$ cat config.mk
export PLATFORM = sky130hd
export DESIGN_NAME = mem_ctrl
export DESIGN_NICKNAME = d
export VERILOG_FILES = /design/src/rtl/mem_ctrl.sv
export SDC_FILE = /design/constraint.sdc
export NUM_CORES = 1
export LEC_CHECK = 0
export ABC_AREA = 1
export CAP_MARGIN = 20
export CELL_PAD_IN_SITES_DETAIL_PLACEMENT = 0
export CELL_PAD_IN_SITES_GLOBAL_PLACEMENT = 2
export CORE_MARGIN = 2
export CORE_UTILIZATION = 27
export CTS_CLUSTER_DIAMETER = 40
export DETAILED_ROUTE_END_ITERATION = 10
export PLACE_DENSITY = 0.82
export SYNTH_ARGS = -nofsm -noshare
export SYNTH_HDL_FRONTEND = slang
export SYNTH_SLANG_ARGS = --single-unit
export TNS_END_PERCENT = 50
$ cat constraint.sdc
create_clock -name clk -period 2.76 [get_ports clk]
set_input_delay 0.414 -clock clk [delete_from_list [all_inputs] [get_ports clk]]
set_output_delay 0.414 -clock clk [all_outputs]
set_load 0.03 [all_outputs]
$ cat src/rtl/mem_ctrl.sv
// mem_ctrl: arbitrates fetch and data ports onto a byte-wide RAM,
// serialising 1/2/4-byte accesses and assembling little-endian read data.
module mem_ctrl #(
   parameter int unsigned ADDR_W = 17
) (
   input  logic              clk,
   input  logic              rst,
   input  logic              if_req_i,
   input  logic [31:0]       if_addr_i,
   output logic              if_done_o,
   output logic [31:0]       if_data_o,
   input  logic              mem_req_i,
   input  logic              mem_we_i,
   input  logic [1:0]        mem_len_i,
   input  logic [31:0]       mem_addr_i,
   input  logic [31:0]       mem_wdata_i,
   output logic              mem_done_o,
   output logic [31:0]       mem_rdata_o,
   output logic [ADDR_W-1:0] ram_a_o,
   output logic              ram_wr_o,
   output logic [7:0]        ram_dout_o,
   input  logic [7:0]        ram_din_i,
   output logic              busy_o
);

   typedef enum logic [2:0] {
      S_IDLE    = 3'd0,
      S_RD      = 3'd1,
      S_RD_WAIT = 3'd2,
      S_WR      = 3'd3,
      S_DONE    = 3'd4
   } state_t;

   state_t              state_q, state_d;
   logic [31:0]         addr_q, addr_d;
   logic [31:0]         wdata_q, wdata_d;
   logic [31:0]         buf_q, buf_d;
   logic [1:0]          cnt_q, cnt_d;
   logic [1:0]          last_q, last_d;      // index of final byte (N-1)
   logic                sel_mem_q, sel_mem_d;
   logic [ADDR_W-1:0]   ram_a_q, ram_a_d;
   logic                ram_wr_q, ram_wr_d;
   logic [7:0]          ram_dout_q, ram_dout_d;
   logic                if_done_q, if_done_d;
   logic                mem_done_q, mem_done_d;
   logic [31:0]         if_data_q, if_data_d;
   logic [31:0]         mem_rdata_q, mem_rdata_d;
   logic                busy_q, busy_d;

   logic [1:0]          prev_idx;
   logic [1:0]          next_idx;
   logic [31:0]         byte_mask;

   // Next-state, datapath and registered-output computation
   always_comb begin
      state_d     = state_q;
      addr_d      = addr_q;
      wdata_d     = wdata_q;
      buf_d       = buf_q;
      cnt_d       = cnt_q;
      last_d      = last_q;
      sel_mem_d   = sel_mem_q;
      ram_a_d     = ram_a_q;
      ram_wr_d    = 1'b0;
      ram_dout_d  = ram_dout_q;
      if_done_d   = 1'b0;
      mem_done_d  = 1'b0;
      if_data_d   = if_data_q;
      mem_rdata_d = mem_rdata_q;
      prev_idx    = cnt_q - 2'd1;
      next_idx    = cnt_q + 2'd1;
      byte_mask   = 32'd0;

      for (int b = 0; b < 4; b++) begin
         if (2'(b) <= last_q) byte_mask[8*b +: 8] = 8'hFF;
      end

      case (state_q)
         S_IDLE: begin
            if (mem_req_i) begin
               sel_mem_d = 1'b1;
               addr_d    = mem_addr_i;
               wdata_d   = mem_wdata_i;
               cnt_d     = 2'd0;
               buf_d     = 32'd0;
               ram_a_d   = ADDR_W'(mem_addr_i);
               case (mem_len_i)
                  2'b00:   last_d = 2'd0;
                  2'b01:   last_d = 2'd1;
                  default: last_d = 2'd3;
               endcase
               if (mem_we_i) begin
                  state_d    = S_WR;
                  ram_wr_d   = 1'b1;
                  ram_dout_d = mem_wdata_i[7:0];
               end else begin
                  state_d    = S_RD;
               end
            end else if (if_req_i) begin
               sel_mem_d = 1'b0;
               addr_d    = if_addr_i;
               cnt_d     = 2'd0;
               buf_d     = 32'd0;
               last_d    = 2'd3;
               ram_a_d   = ADDR_W'(if_addr_i);
               state_d   = S_RD;
            end
         end

         S_RD: begin
            if (cnt_q != 2'd0) buf_d[{prev_idx, 3'b000} +: 8] = ram_din_i;
            if (cnt_q == last_q) begin
               state_d = S_RD_WAIT;
            end else begin
               cnt_d   = next_idx;
               ram_a_d = ADDR_W'(addr_q + 32'(next_idx));
            end
         end

         S_RD_WAIT: begin
            buf_d[{last_q, 3'b000} +: 8] = ram_din_i;
            state_d = S_DONE;
            if (sel_mem_q) begin
               mem_done_d  = 1'b1;
               mem_rdata_d = buf_d & byte_mask;
            end else begin
               if_done_d   = 1'b1;
               if_data_d   = buf_d & byte_mask;
            end
         end

         S_WR: begin
            if (cnt_q == last_q) begin
               state_d     = S_DONE;
               mem_done_d  = 1'b1;
               mem_rdata_d = 32'd0;
            end else begin
               cnt_d      = next_idx;
               ram_wr_d   = 1'b1;
               ram_a_d    = ADDR_W'(addr_q + 32'(next_idx));
               ram_dout_d = wdata_q[{next_idx, 3'b000} +: 8];
            end
         end

         S_DONE: begin
            state_d = S_IDLE;
         end

         default: begin
            state_d = S_IDLE;
         end
      endcase

      busy_d = (state_d != S_IDLE);
   end

   // State and output registers with synchronous active-low reset
   always_ff @(posedge clk) begin
      if (!rst) begin
         state_q     <= S_IDLE;
         addr_q      <= 32'd0;
         wdata_q     <= 32'd0;
         buf_q       <= 32'd0;
         cnt_q       <= 2'd0;
         last_q      <= 2'd0;
         sel_mem_q   <= 1'b0;
         ram_a_q     <= '0;
         ram_wr_q    <= 1'b0;
         ram_dout_q  <= 8'd0;
         if_done_q   <= 1'b0;
         mem_done_q  <= 1'b0;
         if_data_q   <= 32'd0;
         mem_rdata_q <= 32'd0;
         busy_q      <= 1'b0;
      end else begin
         state_q     <= state_d;
         addr_q      <= addr_d;
         wdata_q     <= wdata_d;
         buf_q       <= buf_d;
         cnt_q       <= cnt_d;
         last_q      <= last_d;
         sel_mem_q   <= sel_mem_d;
         ram_a_q     <= ram_a_d;
         ram_wr_q    <= ram_wr_d;
         ram_dout_q  <= ram_dout_d;
         if_done_q   <= if_done_d;
         mem_done_q  <= mem_done_d;
         if_data_q   <= if_data_d;
         mem_rdata_q <= mem_rdata_d;
         busy_q      <= busy_d;
      end
   end

   assign if_done_o   = if_done_q;
   assign if_data_o   = if_data_q;
   assign mem_done_o  = mem_done_q;
   assign mem_rdata_o = mem_rdata_q;
   assign ram_a_o     = ram_a_q;
   assign ram_wr_o    = ram_wr_q;
   assign ram_dout_o  = ram_dout_q;
   assign busy_o      = busy_q;

endmodule

# Word level (Yosys, flattened, before mapping)

Index checks and enable logic that the tools add are counted.

Add/subtract/negate cells: 5
$mul: 0
Div/mod/pow operators: 0
$lt $le $gt $ge: 4
Equality and inequality tests: 13
Shift operators: 5
Muxes and demuxes: 46
Bitwise gates (word level): 2
Reductions and logical operators: 18

Operators with widths:

| operator               | count |
|---|---|
| $mux 32                | 5 |
| $pmux 32 s3            | 1 |
| $mux 17                | 5 |
| $bwmux 32              | 2 |
| $pmux 32 s2            | 1 |
| $shift 8x7->32 const A | 2 |
| $shiftx 8x7->32        | 2 |
| $mux 8                 | 7 |
| $pmux 17 s2            | 1 |
| $and 32x32->32         | 1 |
| $shiftx 32x6->8        | 1 |
| $add 17x2->17          | 1 |
| $pmux 8 s2             | 1 |
| $ne 2x2->1 const B     | 7 |
| $neg 5->7              | 2 |
| $mux 2                 | 6 |
| $mux 3                 | 4 |
| $pmux 3 s4             | 1 |
| $reduce_bool 2->1      | 5 |
| $reduce_and 3->1       | 3 |
| $mux 1                 | 8 |
| $pmux 2 s2             | 2 |
| $reduce_and 2->1       | 4 |
| $eq 3x2->1 const B     | 2 |
| 15 further kinds       | 19 |

Flip-flop bits (word level): 182
Bits in latches: 0
Memory bits (writable): 0
Memory bits (read-only): 0
Bits of input ports: 111
Output and inout bits: 93
Memories kept: 0

# Depth between registers and ports, before layout

Gate-level depths: netlist of the first run.

Word-level depth: 6
Mapped depth: 12

# Least setup slack after synthesis of the first run

No wires, ideal clock.

Kind: flip-flop to flip-flop
Start point: register cnt_q[0]
End point: register ram_a_q[8], in the netlist ram_a_o[8]
Setup time: 0.116 ns
Arrival: 2.009 ns
Required time: 2.644 ns
Slack: 0.634 ns
Cell stages (with the launch flop): 12
Clock period less this slack: 2.126 ns
Cell sequence: dfxtp_1 inv_1 ha_1 fa_1 nand3_1 inv_1 nand2_1 nand2_1 nand3_1 nand3_1 o211ai_1 inv_1

Word-level cells in the longest chain between the ends: 4
Elaborated cells between the ends (all ways): 7
Classes of those cells: add/sub: 2; eq/ne: 2; mux: 2; reduce/logical: 1

Ends and longest elaborated chain:

| what                   | RTL line | RTL |
|---|---|---|
| from (decl)            | 38       | `logic [1:0] cnt_q, cnt_d;` |
| from (signal assigned) | 180      | `cnt_q <= cnt_d;` |
| $add 2x1->2            | 71       | `next_idx = cnt_q + 2'd1;` |
| $add 17x2->17          | 116, 140 |  |
| $mux 17                | 112, 133 |  |
| $pmux 17 s2            | 78       | `case (state_q)` |
| to (signal assigned)   | 183      | `ram_a_q <= ram_a_d;` |
| to (decl)              | 41       | `logic [ADDR_W-1:0] ram_a_q, ram_a_d;` |

Several ways; a longest one is shown, not always the timed one. The select of a mux whose other input is x is not followed.
A chain may end at the register's enable or synchronous reset.

# Final worst setup path of the first run

Start point: register cnt_q[1]
End point: register ram_a_q[8], in the netlist ram_a_o[8]

The elaborated chain is that of the path after synthesis.

==> results of run 1 <==
[worst max-delay path, delay by kind of cell (launching register included)]
kind                     cells  cell delay (ns)
AO/OA/AOI/OAI                1             0.11
adder cells (fa/ha/maj)      2             0.87
buffers and inverters        3             0.22
flip-flops                   1             0.42
AND/OR/NAND/NOR              5             0.56
[cell type report]
type	instances	area [um2]
Clock inverter	13	143
Sequential cell	174	3480
Inverter	93	349
Timing Repair Buffer	198	1940
Clock buffer	19	443
Tap cell	396	495
Fill cell	3331	19500
Multi-Input combinational cell	898	4170
[state kept, by name (all words and copies together), names as in the netlist]
name / flops
if_data_o: 32
mem_rdata_o: 32
addr_q: 17
ram_a_o: 17
state_q: 3
cnt_q: 2
last_q: 2
mem_done_o: 1
wdata_q: 32
sel_mem_q: 1
busy_o: 1
if_done_o: 1
ram_wr_o: 1
ram_dout_o: 8
buf_q: 24
[routing by layer]
layer | up-vias | GRT usage (%)
met4 | 0 | 5.01
li1 | 4320 | -
met1 | 3821 | 24.3
met5 | - | 0
met2 | 187 | 26.3
met3 | 22 | 2.59
[cell usage after synthesis (2+ instances only)]
cell type | count | share of area, %
nand2_1 | 290 | 13
o21ai_0 | 190 | 11
dfxtp_1 | 174 | 42
nor2_1 | 168 | 7.6
a21oi_1 | 130 | 7.8
inv_1 | 85 | 3.8
nand3_1 | 53 | 3.2
clkbuf_1 | 50 | 2.2
buf_2 | 16 | 0.96
o22ai_1 | 15 | 1.1
ha_1 | 12 | 1.8
inv_2 | 8 | 0.36
mux2i_1 | 6 | 0.72
nand4_1 | 6 | 0.45
buf_6 | 5 | 0.67
xor2_1 | 5 | 0.52
nand2_2 | 3 | 0.22
nor2_2 | 3 | 0.22
xnor2_1 | 3 | 0.31
nor2_4 | 2 | 0.27
nor3_1 | 2 | 0.12
o21ai_1 | 2 | 0.12
[worst max path at each step]
stage | start | to | slack (ns) | cells past startpoint
6_report | cnt_q[1]$_SDFFE_PN0P_ | ram_a_o[8]$_SDFFE_PN0P_ | 0.47 | 11
5_1_grt | cnt_q[1]$_SDFFE_PN0P_ | buf_q[7]$_SDFFE_PN0P_ | 0.16 | 8
4_1_cts | cnt_q[1]$_SDFFE_PN0P_ | ram_a_o[8]$_SDFFE_PN0P_ | 0.45 | 11
3_5_place_dp | mem_req_i | wdata_q[24]$_SDFFE_PN0P_ | 0.35 | 8
3_3_place_gp | mem_req_i | buf_q[11]$_SDFFE_PN0P_ | 0.11 | 8
2_1_floorplan | cnt_q[0]$_SDFFE_PN0P_ | ram_a_o[8]$_SDFFE_PN0P_ | 0.63 | 11
[cell families after synthesis]
group,Yosys count,synth area share [%]
AO/OA/AOI/OAI,342,21.0
adder cells (fa/ha/maj),13,2.04
AND/OR/NAND/NOR,529,25.4
buffers and inverters,167,8.26
XOR/XNOR,8,0.840
multiplexers,6,0.720
flip-flops,174,41.7
[power groups by stage]
stage | sequential, mW | clock [mW] | combinational (mW)
detailed placement | 3.58 | 0 | 5.06
finish | 3.53 | 2.51 | 5.01
CTS | 3.53 | 2.57 | 5.08
global placement | 3.58 | 0 | 5.01
global route | 3.62 | 2.67 | 5.61
floorplan | 3.96 | 0 | 2.88
[per-stage QoR]
stage | utilization (%) | area, um2 | hold WS, ns | power, mW | std cells
finish | 36.1 | 11000 | 0.392 | 11.1 | 1791
global route | 36.1 | 11000 | 0.401 | 11.9 | 1791
detailed placement | 34.2 | 10400 | 0.448 | 8.64 | 1759
global placement | 34.2 | 10400 | 0.439 | 8.59 | 1758
floorplan | - | 8340 | 0.430 | 6.84 | 1239
CTS | 36.1 | 11000 | 0.382 | 11.2 | 1791
==> qor.yml, run 1 <==
critical_path:
  reg2reg_from: "cnt_q[1]$_SDFFE_PN0P_"
  reg2regPathDepth: 11
  path_max_fanout: 7
  endpoint_kind: "register"
  max_stage_delay_ns: 0.46
  critPathKind: "reg -> reg"
  crit_chain: "inv_1 -> ha_1 -> fa_1 -> nand3_1 -> inv_1 -> nand2_1 -> nand2_1 -> nand3_1 -> nand3_1 -> o211ai_1 -> inv_1"
  required_ns: 3.10
  r2r_end: "ram_a_o[8]$_SDFFE_PN0P_"
  start_kind: "register"
  cpMaxStageDelayCell: "fa_1"
  r2r_setup_slack_ns: 0.47
  critPathArrivalTime_ns: 2.62
power_and_ir_drop:
  ir_worst_vdd_v: 0.000538
  power_switching_mw: 4.93
  p_leak_nw: 4.23
  clockPowerShare_pct: 22.7
  p_sw_share_pct: 44.6
  seq_power_share_pct: 31.9
  p_per_area_nw_per_um2: 1000
  intPower_mw: 6.12
  pwr-share-comb_pct: 45.4
yosys:
  syn_nets: 1363
  yosys_register_bits: 174
  postSynthCellCount: 1239
  synth_ff_type: "dfxtp_1"
  syn_avg_cell_area_um2: 6.73
  ys_seq_area_share_pct: 41.7
  synth-edff-count: 0
  ys_warn_count: 0
  syn_area_um2: 8340
  synthArstFlopShare_pct: 0
  synthDistinctLibCells: 33
status:
  status: "finished, final reports clean"
route:
  drtIter0Drc: 558
  totalWireLength_mm: 27.8
  top_layer_used: "met4"
  wl_per_cell_um: 15.5
  drc_errors: 0
  vias_per_cell: 4.66
  dr_wl_met2_mm: 12.1
  wl_met1_mm: 14.1
  dr.pass1.iters: 5
  ant_nets: 0
  vias: 8350
  routed-wl-met3_mm: 1.14
clock_tree:
  root_buffer: "clkbuf_16"
  numCtsBuffers: 17
  post_cts_resized: 0
  cts.sinks: 174
  insertion_delay_ns: 0.44
  clkTransAtPathRegs_ns: 0.08
  cts_hold_buf: 0
  cts_buffer_depth: 2
  post_cts_buffers: 0
  cts_tree: "built"
  htreeDepth: 4
grt:
  grt_pass1_wl_mm: 44.0
  grt_usage_pct: 17.0
  gr-total-overflow: 0
  grt_pass1_vias: 7843
  antenna_found_initial: 0
  grt_max_degree: 51
placement:
  place_hpwl_mm: 19.6
  port-buffer-count: 173
  gp_congestion: 0.772
  dp_slack_ns: 0.347
final_layout:
  syn_to_final_growth_pct: 32.1
  diodes: 0
  final_cell_mix: "nand2_1, o21ai_0, dfxtp_1"
  drive_above_1_share_pct: 5.59
  final_common_cell: "nand2_1"
  finish.net_count: 1506
die:
  die_area_um2: 32300
  die_h_um: 180
  rows: 64
  core_area_um2: 30500
  ios: 204
  start_util_pct: 27.3
  die_x_um: 180
timing:
  max_freq_mhz: 437
  maxSlewHeadroom_pct: 46.6
  setup_slack_ns: 0.473
  report.final.slew_viol_count: 0
  period_needed_ns: 2.29
  max_slew.worst_pin.slew_ns: 0.800
  report.final.hold_viol_count: 0
  finalSetupTns_ns: 0
  grt_setup_unrepaired: "false"
  finalClockSkew_ns: 0.0155
  setup_viol: 0
  fin_crit_sh_pct: 82.9
hold_path:
  min-delay-start: "rst"
  hold_end: "buf_q[22]$_SDFFE_PN0P_"
  hold_path_class: "in -> reg"
  hold_depth: 3
run:
  drv_cap: 0
Power figures use the tool's default switching activity.
==> run 2: changes to the inputs <==
==> constraint.sdc (replaced) <==
create_clock -name clk -period 2.12 [get_ports clk]
set_input_delay 0.318 -clock clk [delete_from_list [all_inputs] [get_ports clk]]
set_output_delay 0.318 -clock clk [all_outputs]
set_load 0.03 [all_outputs]
==> qor.yml, run 2 (synthesized netlist as in run 1, its figures left out) <==
die:
  rows: 64  # unchanged
  die_h_um: 180  # unchanged
  core_area_um2: 30500  # unchanged
  start_util_pct: 27.3  # unchanged
  die_area_um2: 32300  # unchanged
  ios: 204  # unchanged
  die_x_um: 180  # unchanged
final_layout:
  syn_to_final_growth_pct: 37.1  # was 32.1%
  final_cell_mix: "nand2_1, o21ai_0, dfxtp_1"  # unchanged
  diodes: 0  # unchanged
  layout.area.seq_um2: 3480  # about the same
  final_common_cell: "nand2_1"  # unchanged
  drive_above_1_share_pct: 8.39  # was 5.59%
  finish.net_count: 1543  # was 1,506
  multi_input_area_um2: 4190  # was 4170 um2
  final.fill_count: 3260  # was 3,331
clock_tree:
  cts_buffer_depth: 2  # unchanged
  htreeDepth: 4  # unchanged
  insertion_delay_ns: 0.43  # was 0.44 ns
  cts_tree: "built"  # unchanged
  cts_hold_buf: 0  # unchanged
  clkTransAtPathRegs_ns: 0.07  # was 0.08 ns
  root_buffer: "clkbuf_16"  # unchanged
  numCtsBuffers: 17  # unchanged
  cts.sinks: 174  # unchanged
timing:
  report.final.slew_viol_count: 0  # unchanged
  maxSlewHeadroom_pct: 67.4  # was 46.6%
  period_needed_ns: 1.95  # was 2.29 ns
  fin_crit_sh_pct: 92.1  # was 82.9%
  grt_setup_unrepaired: "true"  # was false
  finalClockSkew_ns: 0.0126  # was 0.0155 ns
  max_freq_mhz: 512  # was 437 MHz
  setup_slack_ns: 0.167  # was 0.473 ns
  setup_viol: 0  # unchanged
  max_slew.worst_pin.slew_ns: 0.489  # was 0.800 ns
  report.final.hold_viol_count: 0  # unchanged
  finalSetupTns_ns: 0  # unchanged
hold_path:
  hold_path_class: "in -> reg"  # unchanged
  min-delay-start: "rst"  # unchanged
  hold_depth: 3  # unchanged
  hold_end: "buf_q[10]$_SDFFE_PN0P_"  # was buf_q[22]$_SDFFE_PN0P_
critical_path:
  required_ns: 2.48  # was 3.10 ns
  critPathArrivalTime_ns: 2.32  # was 2.62 ns
  r2r_setup_slack_ns: 0.17  # was 0.47 ns
  reg2regPathDepth: 9  # was 11
  r2r_end: "mem_rdata_o[19]$_SDFFE_PN0P_"  # was ram_a_o[8]$_SDFFE_PN0P_
  critPathKind: "reg -> reg"  # unchanged
  start_kind: "register"  # unchanged
  reg2reg_from: "last_q[0]$_SDFFE_PN0P_"  # was cnt_q[1]$_SDFFE_PN0P_
  path_max_fanout: 5  # was 7
  endpoint_kind: "register"  # unchanged
route:
  ant_nets: 0  # unchanged
  wl_per_cell_um: 15.4  # was 15.5 um
  vias_per_cell: 4.64  # was 4.66
  drtIter0Drc: 506  # was 558
  totalWireLength_mm: 28.1  # was 27.8 mm
  dr.pass1.iters: 5  # unchanged
  drc_errors: 0  # unchanged
  vias: 8479  # was 8,350
placement:
  place_hpwl_mm: 20.2  # was 19.6 mm
  gp_congestion: 0.833  # was 0.772
  dp_slack_ns: 0.0953  # was 0.347 ns
  port-buffer-count: 173  # unchanged
run:
  drv_cap: 0  # unchanged
grt:
  grt_usage_pct: 17.3  # was 17.0%
  grt_pass1_wl_mm: 44.9  # was 44.0 mm
  antenna_found_initial: 0  # unchanged
  gr-total-overflow: 0  # unchanged
  grt_max_degree: 63  # was 51
  grt_pass1_vias: 8104  # was 7,843
status:
  status: "finished, final reports clean"  # unchanged
power_and_ir_drop:
  ir_worst_vdd_v: 0.000620  # was 0.000538 V
  p_per_area_nw_per_um2: 1330  # was 1000 nW/um2
  p_leak_nw: 4.45  # was 4.23 nW
## run 2: cell types whose count changed in the layout (fill, tap and decap cells not counted), sizes merged
cell / delta
inv: -4
bufinv: +2
clkbuf: -1
clkinvlp: +2
buf: +37
## run 2: timing repair
item	4_1_cts	5_1_grt
gates resized for setup	0	5
setup endpoints to repair	0	9
setup buffers	0	0
## run 2: where the power goes
group | leakage (nW) | switching, mW | internal, mW
Sequential | 1.43 | 0.485 | 4.11
Combinational | 2.73 | 4.52 | 2.69
Clock | 0.295 | 1.46 | 1.91
Total | 4.45 | 6.46 | 8.71
## run 2: critical path, cell delays in order, from the launching register on
cell and delay [ns]:
dfxtp_1 0.32, inv_1 0.11, ha_1 0.33, inv_1 0.05, nor2_1 0.18, buf_4 0.17, nand2_1 0.10, a21oi_1 0.32
nand3_1 0.14, a21oi_1 0.16
## run 2: how the worst max path moves through the flow
stage / slack [ns] / end / depth (start not counted) / from
6_report: 0.17 / mem_rdata_o[19]$_SDFFE_PN0P_ / 9 / last_q[0]$_SDFFE_PN0P_
5_1_grt: -0.004 / buf_q[14]$_SDFFE_PN0P_ / 8 / last_q[0]$_SDFFE_PN0P_
4_1_cts: 0.09 / ram_a_o[16]$_SDFFE_PN0P_ / 11 / cnt_q[0]$_SDFFE_PN0P_
3_5_place_dp: 0.1 / ram_a_o[16]$_SDFFE_PN0P_ / 11 / cnt_q[0]$_SDFFE_PN0P_
3_3_place_gp: 0.08 / ram_a_o[8]$_SDFFE_PN0P_ / 11 / cnt_q[0]$_SDFFE_PN0P_
2_1_floorplan: 0.09 / ram_a_o[8]$_SDFFE_PN0P_ / 11 / cnt_q[0]$_SDFFE_PN0P_
## run 2: cell type report
| type | instances | area share, % |
|---|---|---|
| multi-input cells | 898 | 36.6 |
| flip-flops and latches | 174 | 30.5 |
| repair buffers | 235 | 20.2 |
| well taps | 396 | 4.33 |
| clock buffers | 18 | 3.84 |
| inverters | 93 | 3.05 |
| clock inverters | 13 | 1.53 |
## run 2: stage by stage
| step | cells | utilization [%] | power, mW | instance area, um2 | hold WS, ns |
|---|---|---|---|---|---|
| detailed placement | 1796 | 35.4 | 11.9 | 10800 | 0.446 |
| CTS | 1827 | 37.4 | 15.3 | 11400 | 0.258 |
| global route | 1827 | 37.5 | 16.3 | 11400 | 0.268 |
| global placement | 1796 | 35.4 | 11.9 | 10800 | 0.438 |
| floorplan | 1239 | - | 8.91 | 8350 | 0.430 |
| finish | 1827 | 37.5 | 15.2 | 11400 | 0.277 |
## run 2: routing by layer
layer / global-route usage, % / vias to the layer above / part of all wire, %
met3: 3.14 / 19 / 4.2
met1: 24.4 / 3856 / 51
met4: 4.33 / 0 / 1.3
met5: 0 / - / 0
li1: - / 4398 / -
met2: 27.0 / 206 / 44
==> run 3: changes to the inputs <==
--- a/config.mk
+++ b/config.mk
@@ -9,7 +9,7 @@
 export CAP_MARGIN = 20
 export CELL_PAD_IN_SITES_DETAIL_PLACEMENT = 0
 export CELL_PAD_IN_SITES_GLOBAL_PLACEMENT = 2
-export CORE_MARGIN = 2
+export CORE_MARGIN = 3
 export CORE_UTILIZATION = 27
 export CTS_CLUSTER_DIAMETER = 40
 export DETAILED_ROUTE_END_ITERATION = 10
==> qor.yml, run 3 (synthesized netlist as in run 1, its figures left out) <==
critical_path:
  r2r_end: "ram_a_o[16]$_SDFFE_PN0P_"  # was mem_rdata_o[19]$_SDFFE_PN0P_
  reg2regPathDepth: 11  # was 9
  r2r_setup_slack_ns: 0.18  # was 0.17 ns
  reg2reg_from: "cnt_q[0]$_SDFFE_PN0P_"  # was last_q[0]$_SDFFE_PN0P_
  required_ns: 2.41  # was 2.48 ns
  critPathArrivalTime_ns: 2.23  # was 2.32 ns
  start_kind: "register"  # unchanged
  path_max_fanout: 4  # was 5
  endpoint_kind: "register"  # unchanged
  critPathKind: "reg -> reg"  # unchanged
grt:
  grt_pass1_vias: 8271  # was 8,104
  antenna_found_initial: 0  # unchanged
  use_met1_pct: 24.3  # was 24.4%
  gr-total-overflow: 0  # unchanged
  grt_max_degree: 45  # was 63
  grt_use_met2_pct: 27.6  # was 27.0%
  grt_pass1_wl_mm: 46.0  # was 44.9 mm
  busiest_layer: "met2"  # unchanged
  met3_usage_pct: 3.00  # was 3.14%
  grt_usage_pct: 17.2  # was 17.3%
route:
  wl_per_cell_um: 15.8  # was 15.4 um
  dr.pass1.iters: 5  # unchanged
  vias_per_cell: 4.67  # was 4.64
  ant_nets: 0  # unchanged
  drtIter0Drc: 580  # was 506
  totalWireLength_mm: 28.9  # was 28.1 mm
  drc_errors: 0  # unchanged
  vias: 8569  # was 8,479
clock_tree:
  clkTransAtPathRegs_ns: 0.08  # was 0.07 ns
  cts_tree: "built"  # unchanged
  insertion_delay_ns: 0.43  # about the same
  htreeDepth: 4  # unchanged
  cts_buffer_depth: 2  # unchanged
  cts_hold_buf: 0  # unchanged
  root_buffer: "clkbuf_16"  # unchanged
  numCtsBuffers: 17  # unchanged
  cts.sinks: 174  # unchanged
timing:
  period_needed_ns: 1.94  # was 1.95 ns
  max_slew.worst_pin.slew_ns: 0.509  # was 0.489 ns
  setup_viol: 0  # unchanged
  grt_setup_unrepaired: "true"  # unchanged
  setup_slack_ns: 0.177  # was 0.167 ns
  finalSetupTns_ns: 0  # unchanged
  max_freq_mhz: 515  # was 512 MHz
  report.final.hold_viol_count: 0  # unchanged
  report.final.slew_viol_count: 0  # unchanged
  maxSlewHeadroom_pct: 66.1  # was 67.4%
  finalClockSkew_ns: 0.0167  # was 0.0126 ns
  fin_crit_sh_pct: 91.7  # was 92.1%
final_layout:
  drive_above_1_share_pct: 9.27  # was 8.39%
  stdcell_count: 1835  # was 1,827
  design_area_um2: 11500  # was 11,400 um2
  final_common_cell: "nand2_1"  # unchanged
  finish.net_count: 1556  # was 1,543
  diodes: 0  # unchanged
  final.fill_count: 3240  # was 3,260
  syn_to_final_growth_pct: 38.0  # was 37.1%
  final_cell_mix: "nand2_1, o21ai_0, dfxtp_1"  # unchanged
placement:
  place_area_um2: 10900  # was 10,800 um2
  place_hpwl_mm: 20.6  # was 20.2 mm
  dp_slack_ns: 0.0602  # was 0.0953 ns
  gp_congestion: 0.832  # was 0.833
  port-buffer-count: 173  # unchanged
  dp.cells: 1799  # was 1,796
hold_path:
  min-delay-start: "rst"  # unchanged
  hold_end: "if_data_o[19]$_SDFFE_PN0P_"  # was buf_q[10]$_SDFFE_PN0P_
  hold_depth: 3  # unchanged
  hold_path_class: "in -> reg"  # unchanged
die:
  start_util_pct: 27.8  # was 27.3%
  die_area_um2: 33000  # was 32,300 um2
  die_x_um: 182  # was 180 um
  die_h_um: 182  # was 180 um
  ios: 204  # unchanged
  core_area_um2: 30000  # was 30,500 um2
  rows: 63  # was 64
power_and_ir_drop:
  p_per_area_nw_per_um2: 1330  # about the same
  power_mw: 15.3  # was 15.2 mW
  ir_worst_vdd_v: 0.000650  # was 0.000620 V
  p_leak_nw: 4.51  # was 4.45 nW
run:
  drv_cap: 0  # unchanged
status:
  status: "finished, final reports clean"  # unchanged
## run 3: layout make-up
class,instances,area [um2],share of cell area (%)
tap,390,488,4.24
inverter,93,349,3.03
sequential,174,3480,30.3
clock buffer,18,439,3.81
multi-input combinational,898,4180,36.3
clock inverter,14,178,1.54
timing repair buffer,248,2400,20.8
## run 3: how the worst max path moves through the flow
stage	end	startpoint	slack, ns	cells after the start
finish	ram_a_o[16]$_SDFFE_PN0P_	cnt_q[0]$_SDFFE_PN0P_	0.18	11
global placement	ram_a_o[8]$_SDFFE_PN0P_	cnt_q[0]$_SDFFE_PN0P_	0.11	11
floorplan	ram_a_o[8]$_SDFFE_PN0P_	cnt_q[0]$_SDFFE_PN0P_	0.09	11
detailed placement	buf_q[5]$_SDFFE_PN0P_	last_q[0]$_SDFFE_PN0P_	0.06	8
global route	buf_q[15]$_SDFFE_PN0P_	last_q[0]$_SDFFE_PN0P_	-0.01	13
CTS	buf_q[5]$_SDFFE_PN0P_	last_q[0]$_SDFFE_PN0P_	0.04	8
## run 3: per-layer routing
metal	up-vias	routed length, um
met5	-	0
met4	0	363
met3	22	1200
met2	197	13000
met1	3929	14400
li1	4421	-
## run 3: metrics by stage
step	hold WS, ns	util [%]
final	0.317	38.4
after CTS	0.305	38.2
after detailed placement	0.445	36.1
after floorplan	0.430	-
after global routing	0.323	38.4
after global placement	0.440	36.1
## run 3: timing repair
item | CTS | global route
gates resized for setup | 0 | 8
buffers inserted | 0 | 3
setup endpoints to repair | 0 | 11
## run 3: worst max-delay path, stage by stage, from the launching register on
cell     delay [ns]
dfxtp_2        0.32
inv_1          0.05
ha_1           0.35
fa_1           0.44
nand3_1        0.18
inv_1          0.07
nand2_2        0.11
nor2_1         0.06
nand2_1        0.05
nand3_1        0.07
nand2_1        0.06
a21oi_1        0.05
## run 3: power by group
group          internal (mW)  switching, mW
Combinational           2.79           4.60
Clock                   1.82           1.52
Sequential              4.11          0.474
Total                   8.72           6.59
